[src/rtl/closest_hit_select.sv]
// closest_hit_select
//
// Per-pixel closest-intersection reducer. After a start, accepts NUM_OBJ
// intersection samples (one per scene object, in object order) and keeps
// the nearest valid positive distance and its object index. The result is
// presented on registered outputs with a one-cycle WritePixel strobe and is
// held until the next pixel completes.
//
// Build option:
//   CLOSEST_HIT_EPS_EN  when defined, a sample must exceed T_EPS (instead of
//                       0) to count as a hit, suppressing self-intersection.
//
// Ports:
//   Clk         system clock
//   Reset       synchronous, active-high reset
//   start       begin a pixel (accepted only when idle)
//   PixelX/Y    pixel coordinates, latched on an accepted start
//   t_valid     intersection sample present
//   t_in        signed Q32.32 distance
//   t_hit       geometric hit flag for the sample
//   t_ready     block accepts samples (collecting)
//   tbest       nearest accepted distance, or T_MISS
//   best_out    index of the nearest object, 0 on a miss
//   WriteX/Y    coordinates of the emitted pixel
//   WritePixel  one-cycle result strobe
//   busy        pixel in progress
//
// state   | meaning
// --------+-------------------------------------------------------------
// IDLE    | waiting for start
// COLLECT | accepting one sample per object, tracking the nearest hit
// EMIT    | result on outputs, WritePixel high for this single cycle

module closest_hit_select #(
    parameter int          NUM_OBJ = 4,
    parameter int          IDX_W   = (NUM_OBJ > 1) ? $clog2(NUM_OBJ) : 1,
    parameter logic [63:0] T_MISS  = 64'hEFFFFFFFFFFFFFFF
`ifdef CLOSEST_HIT_EPS_EN
    ,
    parameter logic [63:0] T_EPS   = 64'h0000000000010000
`endif
) (
    input  logic             Clk,
    input  logic             Reset,
    input  logic             start,
    input  logic [9:0]       PixelX,
    input  logic [9:0]       PixelY,
    input  logic             t_valid,
    input  logic [63:0]      t_in,
    input  logic             t_hit,
    output logic             t_ready,
    output logic [63:0]      tbest,
    output logic [IDX_W-1:0] best_out,
    output logic [9:0]       WriteX,
    output logic [9:0]       WriteY,
    output logic             WritePixel,
    output logic             busy
);

    typedef enum logic [1:0] {
        S_IDLE    = 2'd0,
        S_COLLECT = 2'd1,
        S_EMIT    = 2'd2
    } state_t;

    localparam logic [IDX_W-1:0] LAST_IDX = IDX_W'(NUM_OBJ - 1);

    state_t           state_q, state_d;
    logic [IDX_W-1:0] cnt_q;
    logic [63:0]      best_q;
    logic [IDX_W-1:0] idx_q;
    logic             found_q;
    logic [9:0]       px_q, py_q;

    logic             start_acc;
    logic             sample_acc;
    logic             last_sample;
    logic             pos_ok;
    logic             cand;
    logic [63:0]      best_d;
    logic [IDX_W-1:0] idx_d;

    assign start_acc   = (state_q == S_IDLE) && start;
    assign sample_acc  = (state_q == S_COLLECT) && t_valid;
    assign last_sample = sample_acc && (cnt_q == LAST_IDX);

`ifdef CLOSEST_HIT_EPS_EN
    assign pos_ok = $signed(t_in) > $signed(T_EPS);
`else
    assign pos_ok = $signed(t_in) > 64'sd0;
`endif

    // T_MISS is negative when read as signed, so a plain "t_in < best"
    // against the sentinel would reject every positive distance. found_q
    // marks that the working best holds a real distance; until then any
    // qualifying hit is taken.
    assign cand   = sample_acc && t_hit && pos_ok &&
                    (!found_q || ($signed(t_in) < $signed(best_q)));
    assign best_d = cand ? t_in  : best_q;
    assign idx_d  = cand ? cnt_q : idx_q;

    // State register
    always_ff @(posedge Clk) begin
        if (Reset) begin
            state_q <= S_IDLE;
        end else begin
            state_q <= state_d;
        end
    end

    // Next-state logic
    always_comb begin
        state_d = state_q;
        case (state_q)
            S_IDLE:    if (start)       state_d = S_COLLECT;
            S_COLLECT: if (last_sample) state_d = S_EMIT;
            S_EMIT:                     state_d = S_IDLE;
            default:                    state_d = S_IDLE;
        endcase
    end

    // Output decode
    always_comb begin
        t_ready    = 1'b0;
        busy       = 1'b0;
        WritePixel = 1'b0;
        case (state_q)
            S_COLLECT: begin
                t_ready = 1'b1;
                busy    = 1'b1;
            end
            S_EMIT: begin
                busy       = 1'b1;
                WritePixel = 1'b1;
            end
            default: ;
        endcase
    end

    // Working registers and held result. The result registers load on the
    // edge that accepts the final sample (using that sample's contribution),
    // so they are already valid during the EMIT cycle alongside the strobe.
    always_ff @(posedge Clk) begin
        if (Reset) begin
            cnt_q    <= '0;
            best_q   <= T_MISS;
            idx_q    <= '0;
            found_q  <= 1'b0;
            px_q     <= '0;
            py_q     <= '0;
            tbest    <= T_MISS;
            best_out <= '0;
            WriteX   <= '0;
            WriteY   <= '0;
        end else if (start_acc) begin
            cnt_q   <= '0;
            best_q  <= T_MISS;
            idx_q   <= '0;
            found_q <= 1'b0;
            px_q    <= PixelX;
            py_q    <= PixelY;
        end else if (sample_acc) begin
            cnt_q   <= cnt_q + 1'b1;
            best_q  <= best_d;
            idx_q   <= idx_d;
            found_q <= found_q | cand;
            if (last_sample) begin
                tbest    <= best_d;
                best_out <= idx_d;
                WriteX   <= px_q;
                WriteY   <= py_q;
            end
        end
    end

endmodule
[config.mk]
export PLATFORM = sky130hd
export DESIGN_NAME = closest_hit_select
export DESIGN_NICKNAME = d
export VERILOG_FILES = /design/src/rtl/closest_hit_select.sv
export SDC_FILE = /design/constraint.sdc
export NUM_CORES = 1
export LEC_CHECK = 0
export ABC_CLOCK_PERIOD_IN_PS = 7600
export BUFFER_PORTS_ARGS = -buffer_cell sky130_fd_sc_hd__buf_2
export CAP_MARGIN = 15
export CORE_MARGIN = 3
export CORE_UTILIZATION = 44
export DETAILED_ROUTE_END_ITERATION = 8
export PLACE_DENSITY = 0.76
export SLEW_MARGIN = 0
export SYNTH_ARGS = -nofsm -noshare
export SYNTH_HDL_FRONTEND = slang
export SYNTH_SLANG_ARGS = --single-unit
[constraint.sdc]
create_clock -name Clk -period 7.6 [get_ports Clk]
set_clock_uncertainty 0.15 [all_clocks]
set_input_delay 0.38 -clock Clk [delete_from_list [all_inputs] [get_ports Clk]]
set_output_delay 0.38 -clock Clk [all_outputs]
set_load 0.01 [all_outputs]
# Word level (Yosys, flattened, before mapping)
# Index checks and enable logic that the tools add are counted.
[classes] addsub=1 mul=0 div=0 n_lt_le_gt_ge=2 eq_ne=5 n_shift=0 muxes=8 bitwise=2 reduce_logical=13
[op_table] operator="greater-than comparator 64 x 1 -> 1 bit, second input constant" count=1
[op_table] operator="< comparator 64 bit" count=1
[op_table] operator="two-way mux 64 bit" count=1
[op_table] operator="logical AND 1 bit" count=6
[op_table] operator="two-way mux 2 bit" count=3
[op_table] operator="equality test 2 bit, second input constant" count=2
[op_table] operator="inequality test 2 bit, second input constant" count=2
[op_table] operator="case mux 2 bit (2 select lines)" count=1
[op_table] operator="OR reduction 2 bit" count=2
[op_table] operator="two-way mux 1 bit" count=3
[op_table] operator="AND reduction 3 bit" count=1
[op_table] operator="adder 2 x 1 -> 2 bit, second input constant" count=1
[op_table] operator="equality test 2 x 1 -> 1 bit, second input constant" count=1
[op_table] operator="logical NOT 2 bit" count=1
[op_table] operator="AND reduction 2 bit" count=1
[op_table] operator="logical NOT 1 bit" count=1
[op_table] operator="logical OR 1 bit" count=1
[op_table] operator="NOT 1 bit" count=1
[op_table] operator="OR 1 bit" count=1
[totals] reg_bits=177 latch_bits=0 ramBits=0 rom_bits=0 inputBits=89 out_inout_bits=89 wordCells=42 memories=0

# Depth between registers and ports, before layout
[logic_depth] depth_word=6 ltp_mapped=13 ltp_nobuf=10

# Least setup slack after synthesis
# Ideal clock, no wire load.
[synth_timing] path_type="input -> register" startpoint="input port t_in[63]" endpoint="register best_q[42]" setup_ps=126 arrival_time_ps=2426 required_ps=7324 setup_slack_ps=4898 stages=12 n_path_buf=3 cell_sequence="ha_1 -> a21oi_1 -> o21ai_1 -> nor4_1 -> a21oi_1 -> or3_1 -> and3_1 -> buf_4 -> buf_6 -> buf_2 -> a21oi_1 -> o21ai_0"
[synth_via] elab_chain_len=4 elab_cells_between_ends=6 cone_classes="order compare: 2; mux: 1; reduce/logical: 3"
[synth_rtl] element="start, declared" line="49" rtl="input logic [63:0] t_in,"
[synth_rtl] element="greater-than comparator 64 x 1 -> 1 bit or < comparator 64 bit (tied branches)" line="90, 98"
[synth_rtl] element="logical AND 1 bit or logical OR 1 bit (tied branches)" line="97, 98"
[synth_rtl] element="logical AND 1 bit (*)" line="97" rtl="assign cand = sample_acc && t_hit && pos_ok &&"
[synth_rtl] element="two-way mux 64 bit (*)" line="99" rtl="assign best_d = cand ? t_in : best_q;"
[synth_rtl] element="end signal, assigned" line="164" rtl="best_q <= best_d;"
[synth_rtl] element="end, declared" line="70" rtl="logic [63:0] best_q;"
# Every way passes the cells marked *; elsewhere a longest branch is shown, timed or not.
# A chain may end at the register's enable or synchronous reset.

# Final worst setup path
[layout_timing] startpoint="register best_q[9]" endpoint="register tbest[60]"
[layout_via] elab_chain_len=4
[layout_rtl] element="< comparator 64 bit" line="98" rtl="(!found_q || ($signed(t_in) < $signed(best_q)));"
[layout_rtl] element="logical OR 1 bit" line="98"
[layout_rtl] element="logical AND 1 bit" line="97"
[layout_rtl] element="two-way mux 64 bit" line="99"
[layout_rtl] element="end signal, assigned" line="168" rtl="tbest <= best_d;"
[layout_rtl] element="end, declared" line="52" rtl="output logic [63:0] tbest,"
# Every way passes these cells.

==> impl.org <==
** Route
- Antenna violation net count after detailed routing :: 0
- After the first detailed-routing iteration, the DRC count stood at ~530.
- The highest layer touched by signal routing is met5.
- Via density per instance :: 5.66
- The detailed router placed ~8200 vias in this run.
- Routed met3 length :: about 1200 µm
- In the routed design, unresolved DRC markers number 0.
- After detailed routing, the wire length on met1 is around 11000 µm.
- Number of detailed-route iterations in the first pass :: 5
- Met2 wire len :: roughly 11000 µm
- Drt wl/cell :: roughly 16 µm
- Total Wirelength :: roughly 23000 µm

** Power
- Comb power frac :: around 9.0%
- In this run the static leakage power is approximately 4.3 nW.
- The analysis attributes to net switching a power of 568 µW.
- Total power :: 2.05 mW
- The share of total power dissipated in sequential elements is a little under half.
- Switching Share :: between 20% and 30%
- For this design the ratio of total power to cell area is a little over 200 nW/µm².
- Max rail drop VDD :: approximately 0.00015 V
- Cell internal power was estimated by the tool at around 1.5 mW.
- Clock group share of total power :: between 40% and 50%

** STA
- Derived from the worst setup path, the maximum achievable clock frequency is about 0.23 GHz.
- Measured against its own limit, the worst slew margin works out to 31.2%.
- The number of pins with negative max-slew slack in the final report came to 0.
- In the finished design, the share of the clock period the worst path needs comes to a little under three fifths.
- After routing, the total negative slack on setup checks comes to 0 ns.
- The hold violation count in the final report was 0.
- Transition time at the pin with the least slew margin :: slightly above 1 ns
- The worst path needs around 4.3 ns of the cycle, external delays included.
- Setup repair after global routing left no endpoint under its margin.
- Setup violations remaining at the end of the flow were counted as 0.

** Yosys
- Synth Instances :: between 1000 and 1500
- Most area-consuming cells after synthesis :: sky130_fd_sc_hd__dfxtp_1 (42%), sky130_fd_sc_hd__nor4_1 (11%), sky130_fd_sc_hd__ha_1 (10%), sky130_fd_sc_hd__a21oi_1 (7.8%), sky130_fd_sc_hd__nor3_1 (7.6%)
- During synthesis, Yosys emitted a total of 0 warnings.
- By count the netlist is led by sky130_fd_sc_hd__dfxtp_1 (177), sky130_fd_sc_hd__nor4_1 (144), sky130_fd_sc_hd__a21oi_1 (133).
- Among all flip-flop cells after synthesis, the most frequent one is sky130_fd_sc_hd__dfxtp_1.
- Number of flip-flops and latches in the synthesized netlist :: between 150 and 200
- Sequential element share of the synthesized area :: a little over two fifths
- The synthesized design devotes to its leading area cell type 41.8% of total area.
- Share of synthesized flip-flops with an asynchronous set or reset :: 0%
- Area of the mapped netlist :: between 8000 and 9000 µm²
- Number of distinct library cells after synthesis :: 37
- Yosys instantiated no cell more often than sky130_fd_sc_hd__dfxtp_1.
- The number of nets handed over by synthesis was between 1000 and 1500.
- Avg Inst Size Synth :: between 7 and 8 µm²
- Library cell occupying the most area in the post-synthesis netlist :: sky130_fd_sc_hd__dfxtp_1
- In this run, synthesis inferred 0 flip-flops with an integrated enable.

** Place
- The count of buffers added on input and output ports is approximately 180.
- Routability-driven placement congestion ratio :: a little over 0.8
- HPWL after detailed placement :: 15600 µm

** Worst setup path
- The worst setup path is launched from a register.
- Cells traversed along the worst timing path :: inv_1 -> ha_1 -> a21oi_1 -> o21ai_1 -> a221oi_1 -> nor3b_1 -> o311ai_1 -> and3_4 -> buf_4 -> mux2i_1 -> a211oi_1
- Critical path start-end classification :: register to register
- Crit path max-delay cell type :: sky130_fd_sc_hd__buf_4
- STA puts the critical path data required time at 7.73 ns.
- Delay of the slowest critical-path stage :: 0.86 ns
- Critical Path Fanout Max :: roughly 110
- Critical Path End Type :: register
- At the worst endpoint, the arrival time is roughly 4.4 ns.
- The worst register-to-register path has a setup slack of 3.30 ns.

** Clock network
- The clock reaches the later pin of the worst-skew pair after 0.44 ns.
- Clock tree from TritonCTS :: done
- After clock tree synthesis, the repair step resized 0 gates.
- Buffer type at the clock tree root :: sky130_fd_sc_hd__clkbuf_16
- Number of buffers on the longest clock path :: 2
- Clock buffers created by TritonCTS :: 17
- Clock sinks :: roughly 180
- In this run the number of H-tree levels came out at 4.
- Post-CTS Repair Setup Buffers :: 0
- Total of hold buffers inserted after clock tree synthesis :: 0
- Clock-pin slew was measured on the worst setup and hold paths at 0.08 ns.

** Floorplanning
- Number of placement rows :: 50
- From bottom edge to top edge, the die measures about 140 µm.
- Die Area :: between 20000 and 25000 µm²
- CORE AREA :: around 19000 µm²
- The initial utilization of the core area, before any placement, comes to 45.0%.
- Count of pins on the block boundary :: 178
- From left edge to right edge, the die measures 145 µm.

** Global routing
- First-pass GRT wire length :: 37100 µm
- Number of global-route vias before repair :: ~7600
- Across every metal layer, demand over resource in global routing totals about 22%.
- Initial antenna violation count :: 1
- Largest net degree at the start of global routing :: about 130
- GR Overflow Total :: 0

** Layout
- Finished Core Util :: ~53%
- Layout cell share with drive strength beyond 1 :: a little under a fifth
- Count of nets after finishing :: 1336
- Synthesis-to-finish area growth :: 18.5%

** Min path
- The tightest min-delay check is of the primary input to register type.

** Job
- Max-cap violation count :: 0

** Status
- The run finished with clean final reports.
-- per-layer routing --
metal	track usage, %	vias to the layer above
li1	-	4122
met1	29.0	3836
met2	34.7	222
met3	4.27	49
met4	8.10	2
met5	0	-
-- power groups by stage --
stage                     clock (mW)  combinational (mW)  sequential, mW
after floorplan                    0               0.113           0.971
after global placement             0               0.178           0.973
after detailed placement           0               0.181           0.974
after CTS                      0.924               0.183           0.952
after global routing           0.960               0.207           0.954
final                          0.912               0.184           0.952
-- layout make-up --
cell class	instances	area, µm²
multi-input cells	728	4330
fillers	1761	8780
flip-flops and latches	177	3540
clock buffers	17	425
well taps	260	325
inverters	69	259
diodes	1	2.50
repair buffers	186	980
clock inverters	15	188
-- cells in the final DEF (no fill, tap or decap), types with 3 or more instances in the layout --
cell | netlist | routed
sky130_fd_sc_hd__nor4_1 | 144 | 144
sky130_fd_sc_hd__o21ai_0 | 61 | 61
sky130_fd_sc_hd__mux2i_1 | 4 | 4
sky130_fd_sc_hd__nor3_1 | 128 | 128
sky130_fd_sc_hd__buf_2 | 14 | 176
sky130_fd_sc_hd__nor2_1 | 16 | 16
sky130_fd_sc_hd__a21oi_1 | 133 | 133
sky130_fd_sc_hd__inv_6 | 0 | 3
sky130_fd_sc_hd__nand2_1 | 105 | 105
sky130_fd_sc_hd__o21ai_1 | 15 | 15
sky130_fd_sc_hd__clkinv_8 | 0 | 3
sky130_fd_sc_hd__dfxtp_1 | 177 | 177
sky130_fd_sc_hd__inv_8 | 0 | 6
sky130_fd_sc_hd__ha_1 | 68 | 68
sky130_fd_sc_hd__buf_4 | 1 | 7
sky130_fd_sc_hd__nand4_1 | 16 | 16
sky130_fd_sc_hd__a211oi_1 | 7 | 7
sky130_fd_sc_hd__inv_1 | 69 | 69
sky130_fd_sc_hd__nand3_1 | 7 | 6
sky130_fd_sc_hd__clkbuf_16 | 0 | 17
-- path summary, 6_finish.rpt --
path | endpoint | startpoint | cells after the start
max | tbest[60]$_SDFFE_PP0P_ | best_q[9]$_SDFFE_PP1P_ | 11
min | py_q[7]$_SDFFE_PP0P_ | PixelY[7] | 3
max reg2reg | tbest[60]$_SDFFE_PP0P_ | best_q[9]$_SDFFE_PP1P_ | 11
min reg2reg | WriteY[7]$_SDFFE_PP0P_ | py_q[7]$_SDFFE_PP0P_ | 2
-- critical path, delay by kind of cell, from the launching register on --
kind / cells / cell delay, ns
compound gates: 5 / 1.16
fa+ha+maj: 1 / 0.30
buf+inv: 2 / 0.92
simple gates: 2 / 0.90
flops: 1 / 0.35
mux: 1 / 0.32
-- logic make-up after synthesis --
logic type	synth area share, %
AND/OR/NAND/NOR	26.3
AO/OA/AOI/OAI	13.9
flip-flops	41.8
buffers and inverters	7.38
adder cells (fa/ha/maj)	10.0
multiplexers	0.472
XOR/XNOR	0.103
-- sequential cells by signal, indices dropped and copies added, names as in the netlist --
signal and cells:
px_q 10, state_q 2, WriteY 10, found_q 1
idx_q 2, py_q 10, best_q 64, WriteX 10
tbest 64, best_out 2, cnt_q 2
-- per-stage QoR --
step	hold WS, ns	area [µm²]	setup slack [ns]	std cells
2_1_floorplan	0.282	8480	4.90	1064
3_3_place_gp	0.287	9420	3.23	1419
3_5_place_dp	0.294	9420	3.21	1419
4_1_cts	0.0109	10000	3.28	1451
5_1_grt	0.0244	10100	2.91	1452
6_report	0.0276	10100	3.30	1453
No activity file was read; power rests on OpenSTA's default activity.
